**src/rtl/acc_pkg.sv**
```systemverilog
// acc_pkg: definitions shared by the multiplier datapath and product_accumulator.
//   state_t    - accumulator FSM states (IDLE, ACC, DONE)
//   PROD_W     - width of the 3x3-bit multiplier product
//   acc_width  - accumulator width that cannot overflow for a given term count
package acc_pkg;

  typedef enum logic [1:0] {
    IDLE,
    ACC,
    DONE
  } state_t;

  localparam int unsigned PROD_W = 6;

  // Summing n values of pw bits needs $clog2(n) extra bits of headroom.
  function automatic int unsigned acc_width(input int unsigned pw,
                                            input int unsigned n);
    return pw + $clog2(n);
  endfunction

endpackage

```
**src/rtl/product_accumulator.sv**
```systemverilog
// product_accumulator: sums a group of up to N_TERMS unsigned products into
// one result, with valid/ready handshakes on input and output.
//   clk, rst            - clock, asynchronous active-high reset
//   in_valid/in_ready   - product handshake; in_ready depends only on state
//   in_prod             - unsigned product (PW bits)
//   in_last             - closes the group early on an accepted beat
//   out_valid/out_ready - result handshake; result held until accepted
//   out_sum             - group sum (ACC_W bits), held outside DONE
//   out_count           - number of products in the group (CW bits)
module product_accumulator
  import acc_pkg::*;
#(
  parameter  int unsigned PW      = PROD_W,
  parameter  int unsigned N_TERMS = 4,
  localparam int unsigned ACC_W   = acc_width(PW, N_TERMS),
  localparam int unsigned CW      = $clog2(N_TERMS + 1)
) (
  input  logic             clk,
  input  logic             rst,
  input  logic             in_valid,
  output logic             in_ready,
  input  logic [PW-1:0]    in_prod,
  input  logic             in_last,
  output logic             out_valid,
  input  logic             out_ready,
  output logic [ACC_W-1:0] out_sum,
  output logic [CW-1:0]    out_count
);

  // Count value at which the next accepted product fills the group.
  localparam logic [CW-1:0] LAST_CNT = CW'(N_TERMS - 1);

  state_t           state;
  logic [ACC_W-1:0] acc;
  logic [CW-1:0]    count;

  logic             accept;
  logic             closing;
  logic [ACC_W-1:0] acc_next;
  logic [CW-1:0]    count_next;

  assign in_ready = (state != DONE);

  // Next accumulator/count on an accepted beat; IDLE starts a fresh group.
  always_comb begin
    accept     = in_valid && in_ready;
    acc_next   = acc + ACC_W'(in_prod);
    count_next = count + CW'(1);
    closing    = in_last || (count == LAST_CNT);
    if (state == IDLE) begin
      acc_next   = ACC_W'(in_prod);
      count_next = CW'(1);
      closing    = in_last || (N_TERMS == 1);
    end
  end

  always_ff @(posedge clk or posedge rst) begin
    if (rst) begin
      state     <= IDLE;
      acc       <= '0;
      count     <= '0;
      out_valid <= 1'b0;
      out_sum   <= '0;
      out_count <= '0;
    end else begin
      case (state)
        IDLE, ACC: begin
          if (accept) begin
            acc   <= acc_next;
            count <= count_next;
            if (closing) begin
              // Result registers load with the closing beat so out_valid
              // and the data appear together the following cycle.
              state     <= DONE;
              out_valid <= 1'b1;
              out_sum   <= acc_next;
              out_count <= count_next;
            end else begin
              state <= ACC;
            end
          end
        end
        DONE: begin
          if (out_ready) begin
            state     <= IDLE;
            acc       <= '0;
            count     <= '0;
            out_valid <= 1'b0;
          end
        end
        default: begin
          state     <= IDLE;
          out_valid <= 1'b0;
        end
      endcase
    end
  end

endmodule

```
**config.mk**
```make
export PLATFORM = sky130hd
export DESIGN_NAME = product_accumulator
export DESIGN_NICKNAME = d
export VERILOG_FILES = /design/src/rtl/acc_pkg.sv /design/src/rtl/product_accumulator.sv
export SDC_FILE = /design/constraint.sdc
export NUM_CORES = 1
export LEC_CHECK = 0
export CAP_MARGIN = 0
export CORE_MARGIN = 3
export CORE_UTILIZATION = 52
export CTS_CLUSTER_DIAMETER = 100
export DETAILED_ROUTE_END_ITERATION = 10
export PLACE_DENSITY = 0.88
export SYNTH_ARGS = -nofsm -noshare
export SYNTH_HDL_FRONTEND = slang
export SYNTH_SLANG_ARGS = --single-unit
```
**constraint.sdc**
```tcl
create_clock -name clk -period 2.85 [get_ports clk]
set_clock_uncertainty 0.05 [all_clocks]
set_input_delay 0.4275 -clock clk [delete_from_list [all_inputs] [get_ports clk]]
set_output_delay 0.4275 -clock clk [all_outputs]
set_load 0.005 [all_outputs]
```
==> metrics.csv, run 1 <==
metric,value,unit
dieHeight,58.9,um
hold_buffers,0,
grt_first_pass_wirelength,5260,um
drtAntennaViolNets,0,
syn_area_per_cell,9.95,um2
peakVddDrop,0.586,mV
yosys_warnings,0,
ys_seq_elements,25,
synth_area,1450,um2
final_area,1710,um2
placed_area,1680,um2
critPathKind,input port to flip-flop,
diodes,0,
outcome,"finished, final reports clean",
die_w,58.9,um
drive_above_1_share,0.102,
slew_headroom,0.547,
yosys.area_share.simple,0.138,
synth-edff-count,0,
cts_resized,0,
gp_congestion,0.780,
total_power,0.00143,W
fin_hold_ws,0.373,ns
tritoncts,done,
tns,0,ns
die-area,3460,um2
cts_setup_buffers,0,
syn2layout_area_growth,17.5,%
cap_violations,0,
async_flop_share,1.00,
nets,187,
yosysSeqAreaShare,0.431,
initial_core_util,0.566,
hpwl,2240,um
dr.pass1.iters,4,
hold_viol,0,
num_io_pins,24,
synthAdderAreaFrac,0.0827,
port_buffers,23,
synth_xor_area_frac,0.0121,
setup_viol,0,
drt_iter0_markers,35,
cp_max_fo,3,
ys.flop_type,dfrtp_1,
period_share,0.834,
drc,0,
worstPathArrival,2.57,ns
power.leakage,0.771,nW
synth_nets,166,
period_minus_slack,2.38,ns
synth-compound-area-share,0.260,
syn_inst,146,
endpoint_kind,flip-flop,
synth_top_family_by_area,compound AO/OA/AOI/OAI gates,
hold_path.class,input port to asynchronous set/reset pin,
detail_route.wl_per_cell,15.7,um
clock_sinks,25,
clk_latency,0.34,ns
via_count,1164,
cts_buffer_depth,2,
grt_setup_unrepaired,no,
overflow,0,
synth_mux_area_frac,0.0207,
routed_wl,3080,um
grt_usage,0.202,
vias_per_cell,5.94,
grt_max_degree,26,
max_freq,0.421,GHz
h-tree-depth,1,
required,3.05,ns
drv_slew,0,
cts_buffers,3,
worst_setup_path_start_kind,input port,
worst_pin_slew,0.678,ns
post-route-util,0.665,
grt_pass1_vias,1154,
ys_types,47,
fp-row-count,18,
core,2570,um2
antenna_found_initial,0,
clock-root-buffer,clkbuf_4,
p_per_area,840,nW/um2
cts.clk_slew.worst_paths,0.15,ns
routing by layer:
metal,global-route usage,vias to the layer above,wire [um]
met5,0,-,0
met4,0.0809,0,40
met3,0.0373,5,147
met2,0.314,36,1430
met1,0.277,548,1450
li1,-,575,-
power breakdown:
group | internal (W) | switching, W | total [W]
sequential | 0.000479 | 0.0000985 | 0.000578
clock | 0.0000539 | 0.000114 | 0.000168
combinational | 0.000345 | 0.000343 | 0.000689
state kept, by name, summed over array words and instances, names as in the netlist:
| name | count |
|---|---|
| out_count | 3 |
| out_sum | 8 |
| acc | 8 |
| state | 2 |
| out_valid | 1 |
| count | 3 |
final timing paths:
check / startpoint / end / slack (ns) / depth (start not counted)
min in group clk: out_sum[2]$_DFFE_PP0P_ / out_sum[2]$_DFFE_PP0P_ / 0.45 / 2
worst max register to register: acc[0]$_DFFE_PP0P_ / out_sum[4]$_DFFE_PP0P_ / 0.62 / 6
worst min-delay path: rst / count[0]$_DFFE_PP0P_ / 0.37 / 3
max in group asynchronous: rst / acc[0]$_DFFE_PP0P_ / 2.12 / 3
worst min register to register: out_sum[2]$_DFFE_PP0P_ / out_sum[2]$_DFFE_PP0P_ / 0.45 / 2
worst max-delay path: in_prod[0] / out_sum[4]$_DFFE_PP0P_ / 0.47 / 7
logic make-up after synthesis:
group           Yosys count
simple gates             40
xor+xnor                  2
flops                    25
fa+ha+maj                 9
compound gates           52
buf+inv                  15
mux                       3
cell usage after synthesis (2+ instances only):
master	number	area share
buf_2	2	0.0069
a31oi_1	3	0.013
buf_6	2	0.016
o31ai_1	4	0.021
ha_1	8	0.069
buf_4	2	0.010
clkbuf_1	3	0.0078
mux2i_1	3	0.021
a21o_1	5	0.026
inv_1	5	0.013
nor2_1	5	0.013
dfrtp_1	25	0.43
a211o_1	2	0.012
a2111oi_0	2	0.012
or2_1	2	0.0086
a211oi_2	2	0.017
nor3_1	3	0.010
a21oi_1	6	0.021
nand2_1	20	0.052
o21ai_0	6	0.021
o21ai_1	9	0.031
xnor2_1	2	0.012
worst max-delay path, cell delays in order:
cell and delay, ns:
clkdlybuf4s50_1 0.43, ha_1 0.26, fa_1 0.45, a21o_1 0.18, a2111oi_0 0.48, nor3_1 0.14
a22o_1 0.20
metrics by stage:
stage,setup slack [ns],instances
floorplan,0.788,146
global placement,0.258,192
detailed placement,0.0849,192
CTS,0.467,196
global route,0.426,196
finish,0.474,196
cells in the final DEF (no fill, tap or decap), types with 3 or more instances in the layout:
cell type	netlist	layout
a21oi_1	6	6
a31oi_1	3	3
ha_1	8	8
dfrtp_1	25	25
nor3_1	3	3
o21ai_1	9	9
a21o_1	5	5
inv_1	5	5
clkbuf_4	0	3
mux2i_1	3	3
nor2_1	5	5
o31ai_1	4	4
o21ai_0	6	6
nand2_1	20	20
clkdlybuf4s50_1	0	23
final cells by class:
type | count | area, um2
Tap cell | 30 | 37.5
Clock buffer | 3 | 22.5
Sequential cell | 25 | 626
Multi-Input combinational cell | 106 | 746
Timing Repair Buffer | 25 | 245
Clock inverter | 1 | 7.51
Fill cell | 227 | 861
Inverter | 6 | 22.5
Power figures use the tool's default switching activity.
==> run 2, diff against run 1 <==
Settings changed: CORE_UTILIZATION 52 to 47, PLACE_DENSITY 0.88 to 0.85.
Clock period 2.85 ns to 1.94 ns, I/O delays scaled along.
==> run 2 against run 1 <==
Against the previous run: the flow now finishes with violations (setup timing); highest routed layer unchanged; utilization shrank 0.33 points; critical endpoint is now acc[6]$_DFFE_PP0P_; global-route usage down 0.22 points; via count up 8.3%; worst hold slack got worse by 0.14 ns; first-iteration DRC count rose by 89%; clock power grew 44%; sequential share of layout area fell by 3.4 points.
==> metrics.csv, run 2 (synthesis gave the netlist of run 1 again) <==
metric,value,unit,change
drive_above_1_share,0.218,,+0.115
slew_headroom,0.746,,+0.198
dieHeight,61.6,um,+4.7%
drt_iter0_markers,66,,+89%
drtAntennaViolNets,0,,unchanged
grt_pass1_vias,1249,,+8.2%
outcome,"finished, violations left",,
p_clk_frac,0.103,,-0.014
grt_max_degree,26,,unchanged
tritoncts,done,,
reg_top3,"acc: 8 flops, out_sum: 8 flops",,
p_seq_frac,0.365,,-0.038
placed_area,1790,um2,+6.9%
worstPathArrival,2.16,ns,-0.41 ns
gp_congestion,0.823,,+5.6%
clock-root-buffer,clkbuf_4,,
worst_r2r_path_depth,6,,unchanged
p_per_area,1250,nW/um2,+48%
power.leakage,0.865,nW,+12%
routed_wl,3520,um,+15%
cp_max_fo,4,,+1
num_io_pins,24,,unchanged
h-tree-depth,1,,unchanged
vias_per_cell,6.00,,+1.1%
p_comb_frac,0.532,,+0.052
fin_ws,-0.00309,ns,-0.477 ns
grt_usage,0.199,,-0.00218
p_sw,0.000922,W,+66%
r2r_slack,-0.003,ns,-0.62 ns
instances_no_fill,210,,+7.1%
cts.clk_slew.worst_paths,0.14,ns,about the same
die-area,3790,um2,+9.5%
detail_route.wl_per_cell,16.8,um,+6.9%
drv_slew,0,,unchanged
die_w,61.6,um,+4.7%
initial_core_util,0.509,,-0.0566
post-place-cells,206,,+7.3%
p_sw_frac,0.392,,+0.00416
setup_viol,1,,+1
violations,setup timing,,
mostFrequentLayoutCell,dfrtp_1,,
syn2layout_area_growth,29.9,%,
worst_pin_slew,0.381,ns,-0.298 ns
port_buffers,23,,unchanged
via_count,1261,,+8.3%
p_int,0.00143,W,+63%
reg2reg_from,acc[0]$_DFFE_PP0P_,,
cts_buffer_depth,2,,unchanged
required,2.15,ns,-0.90 ns
endpoint_kind,flip-flop,,
clock_sinks,25,,unchanged
core,2850,um2,+11%
dr.pass1.iters,4,,unchanged
pre_cts_ws,-0.432,ns,-0.517 ns
period_minus_slack,1.94,ns,
antenna_found_initial,0,,unchanged
grt_setup_unrepaired,yes,,
cap_violations,0,,unchanged
fillers,224,,-1.3%
grt_first_pass_wirelength,5590,um,+6.2%
max_freq,0.515,GHz,
fin_hold_ws,0.235,ns,-0.138 ns
cts_setup_buffers,0,,unchanged
layout_common_cells,"dfrtp_1 (23), clkdlybuf4s50_1 (21), nand2_1 (20), buf_4 (14), o21ai_1 (8)",,
critPathKind,flip-flop to flip-flop,,
nets,200,,+7.0%
period_share,1.00,,
timing.rr.end,acc[6]$_DFFE_PP0P_,,
drc,0,,unchanged
hold_path.class,input port to asynchronous set/reset pin,,
cts_buffers,3,,unchanged
hpwl,2540,um,+14%
overflow,0,,unchanged
clk_latency,0.34,ns,about the same
worst_setup_path_start_kind,flip-flop,,
fp-row-count,19,,+1
post-route-util,0.661,,-0.00331
diodes,0,,unchanged
peakVddDrop,0.613,mV,+4.7%
hold_viol,0,,unchanged
final_area,1890,um2,+11%
## run 2: power by group through the flow
stage	Sequential, W	Clock [W]	Combinational [W]
6_report	0.000860	0.000242	0.00125
5_1_grt	0.000883	0.000268	0.00137
4_1_cts	0.000851	0.000246	0.00117
3_5_place_dp	0.000860	0	0.00114
3_3_place_gp	0.000849	0	0.00109
2_1_floorplan	0.000817	0	0.000699
## run 2: worst max path at each step
| stage | from | endpoint |
|---|---|---|
| after floorplan | acc[0]$_DFFE_PP0P_ | out_sum[4]$_DFFE_PP0P_ |
| after global placement | in_prod[0] | out_sum[4]$_DFFE_PP0P_ |
| after detailed placement | in_prod[0] | out_sum[4]$_DFFE_PP0P_ |
| after CTS | in_prod[0] | acc[6]$_DFFE_PP0P_ |
| after global routing | acc[0]$_DFFE_PP0P_ | acc[6]$_DFFE_PP0P_ |
| final | acc[0]$_DFFE_PP0P_ | acc[6]$_DFFE_PP0P_ |
## run 2: layout make-up
cell class / count / area [um2] / share of cell area
well taps: 31 / 38.8 / 0.0206
inverters: 6 / 22.5 / 0.0119
clock inverters: 1 / 5.00 / 0.00265
flip-flops and latches: 25 / 628 / 0.333
multi-input cells: 106 / 810 / 0.429
clock buffers: 3 / 22.5 / 0.0119
repair buffers: 38 / 360 / 0.191
## run 2: layer usage
metal,GRT usage,vias up,wire [um]
li1,-,602,-
met1,0.242,604,1520
met2,0.350,44,1740
met3,0.0252,11,167
met4,0.0909,0,97
met5,0,-,0
## run 2: per-stage QoR
step	TNS, ns	total power (W)
after floorplan	0	0.00152
after global placement	-2.49	0.00193
after detailed placement	-3.50	0.00200
after CTS	0	0.00227
after global routing	-0.198	0.00252
final	-0.00309	0.00235
## run 2: critical path: stages (launching register included)
cell      delay [ns]
dfrtp_1         0.41
ha_2            0.19
fa_2            0.39
a211oi_4        0.26
o21ai_2         0.13
a211o_1         0.30
a31oi_1         0.15
## run 2: what timing repair did
item	in CTS	in global routing
hold buffers	0	0
resized for setup	4	10
gates cloned	0	0
pin swaps	2	4
endpoints found under the setup margin	5	9
==> run 3, diff against run 2 <==
Settings changed: CORE_UTILIZATION 47 to 52, CTS_CLUSTER_SIZE from default to 14, PLACE_DENSITY 0.85 to 0.88, SLEW_MARGIN from default to 40.
Clock period 1.94 ns to 2 ns, I/O delays scaled along.
==> run 3 against run 2 <==
Against the previous run: the run now ends clean; utilization is 7.2 points higher; final area shrank 0.27%; first-iteration DRC count fell by 18%; sequential power fell by 3.8%; register-to-register slack better by 0.02 ns.
==> metrics.csv, run 3 (synthesis gave the netlist of run 1 again) <==
metric,value,unit,change
antenna_found_initial,0,,unchanged
slowest_delay,0.43,ns,+0.02 ns
syn2layout_area_growth,29.5,%,
worstPathArrival,2.17,ns,about the same
die_w,58.9,um,-4.4%
post-route-util,0.733,,+0.0715
period_share,0.991,,
clock_sinks,25,,unchanged
worst_setup_path_start_kind,input port,,
cp_slowest_cell,clkdlybuf4s50_1,,
cts.clk_slew.worst_paths,0.14,ns,about the same
period_minus_slack,1.98,ns,
nets,202,,+1.0%
hold_buffers,0,,unchanged
drtAntennaViolNets,0,,unchanged
p_int,0.00140,W,-2.5%
initial_core_util,0.566,,+0.0566
h-tree-depth,1,,unchanged
worst_pin_slew,0.363,ns,-0.0175 ns
cts_buffers,3,,unchanged
endpoint_kind,flip-flop,,
gp_congestion,0.861,,+4.6%
p_per_area,1220,nW/um2,-1.9%
fp-row-count,18,,-1
dieHeight,58.9,um,-4.4%
critPathKind,input port to flip-flop,,
port_buffers,23,,unchanged
grt_pass1_vias,1258,,+0.72%
p_clk_frac,0.104,,about the same
hold_viol,0,,unchanged
path_cells,clkdlybuf4s50_1 -> ha_2 -> fa_2 -> a21o_1 -> a2111oi_4 -> nor3_2 -> a22o_1,,
tritoncts,done,,
outcome,"finished, final reports clean",,
core,2570,um2,-10%
num_io_pins,24,,unchanged
placed_area,1760,um2,-1.8%
p_comb_frac,0.537,,+0.005
clk_latency,0.33,ns,about the same
grt_usage,0.227,,+0.0274
layout_common_cells,"dfrtp_1 (24), clkdlybuf4s50_1 (22), nand2_1 (20), buf_4 (17), o21ai_1 (8)",,
peakVddDrop,0.944,mV,+54%
detail_route.wl_per_cell,16.8,um,+0.32%
cp_max_fo,3,,-1
hpwl,2480,um,-2.4%
die-area,3460,um2,-8.7%
drt_iter0_markers,54,,-18%
clock-root-buffer,clkbuf_4,,
routed_wl,3550,um,+0.79%
fillers,200,,-11%
hold_path.class,input port to asynchronous set/reset pin,,
drc,0,,unchanged
max_freq,0.504,GHz,
grt_setup_unrepaired,yes,,
power.leakage,0.859,nW,-0.62%
dr.pass1.iters,4,,unchanged
setup_viol,0,,-1
final_area,1880,um2,-0.27%
p_seq_frac,0.359,,-0.006
mostFrequentLayoutCell,dfrtp_1,,
via_count,1283,,+1.7%
grt_max_degree,26,,unchanged
drv_slew,0,,unchanged
p_sw,0.000907,W,-1.7%
cts_buffer_depth,2,,unchanged
grt_first_pass_wirelength,5960,um,+6.7%
diodes,0,,unchanged
overflow,0,,unchanged
required,2.19,ns,+0.04 ns
slew_headroom,0.752,,+0.00603
vias_per_cell,6.08,,+1.3%
reg_top3,"acc: 8 flops, out_sum: 8 flops",,
cap_violations,0,,unchanged
p_sw_frac,0.394,,+0.00216
drive_above_1_share,0.221,,+0.00312
run 3: cell count changes in the layout (fill, tap and decap cells not counted), sizes merged:
cell           before  now
buf                15   17
clkdlybuf4s50      21   22
dlymetal6s2s        2    1
run 3: final timing paths:
kind / slack (ns) / end / cells after the start / start
max: 0.02 / out_sum[4]$_DFFE_PP0P_ / 7 / in_prod[0]
min: 0.25 / out_count[2]$_DFFE_PP0P_ / 3 / rst
max reg2reg: 0.02 / out_sum[4]$_DFFE_PP0P_ / 6 / acc[0]$_DFFE_PP0P_
min reg2reg: 0.45 / count[2]$_DFFE_PP0P_ / 2 / count[2]$_DFFE_PP0P_
max in group asynchronous: 1.39 / state[0]$_DFFE_PP0P_ / 3 / rst
min in group clk: 0.43 / out_sum[1]$_DFFE_PP0P_ / 4 / in_prod[1]
run 3: repair_timing:
item | CTS | global route
buffers inserted | 0 | 4
pin swaps | 0 | 7
endpoints found under the setup margin | 4 | 18
gates resized for setup | 4 | 10
run 3: area by class of cell:
| cell class | count | area (um2) | share of cell area |
|---|---|---|---|
| clock buffers | 3 | 22.5 | 0.0120 |
| clock inverters | 1 | 5.00 | 0.00266 |
| inverters | 6 | 22.5 | 0.0120 |
| multi-input cells | 106 | 807 | 0.429 |
| flip-flops and latches | 25 | 627 | 0.333 |
| well taps | 30 | 37.5 | 0.0199 |
| repair buffers | 40 | 360 | 0.191 |
run 3: critical path: cells and delay by family:
kind | cells | cell delay, ns
buffers and inverters | 1 | 0.43
and+or+nand+nor | 1 | 0.09
AOI/OAI and AO/OA | 3 | 0.77
adders and majority gates | 2 | 0.59
run 3: layer usage:
layer / GRT usage / vias up / routed length, um
met5: 0 / - / 0
met4: 0.0809 / 0 / 60
met3: 0.0307 / 8 / 181
met2: 0.391 / 45 / 1790
met1: 0.290 / 622 / 1520
li1: - / 608 / -
run 3: power by group through the flow:
stage / Combinational [W] / Sequential (W) / Clock, W
2_1_floorplan: 0.000673 / 0.000792 / 0
3_3_place_gp: 0.00101 / 0.000822 / 0
3_5_place_dp: 0.00107 / 0.000834 / 0
4_1_cts: 0.00110 / 0.000825 / 0.000242
5_1_grt: 0.00136 / 0.000856 / 0.000264
6_report: 0.00124 / 0.000827 / 0.000239
run 3: stage by stage:
stage | std cells | power (W) | hold slack, ns | setup TNS (ns) | worst slack, ns
floorplan | 146 | 0.00147 | 0.277 | 0 | 0.0121
global placement | 203 | 0.00183 | 0.407 | -2.67 | -0.424
detailed placement | 203 | 0.00190 | 0.417 | -3.36 | -0.456
CTS | 207 | 0.00217 | 0.260 | 0 | 0.00345
global route | 211 | 0.00248 | 0.252 | -0.132 | -0.0323
finish | 211 | 0.00230 | 0.246 | 0 | 0.0173
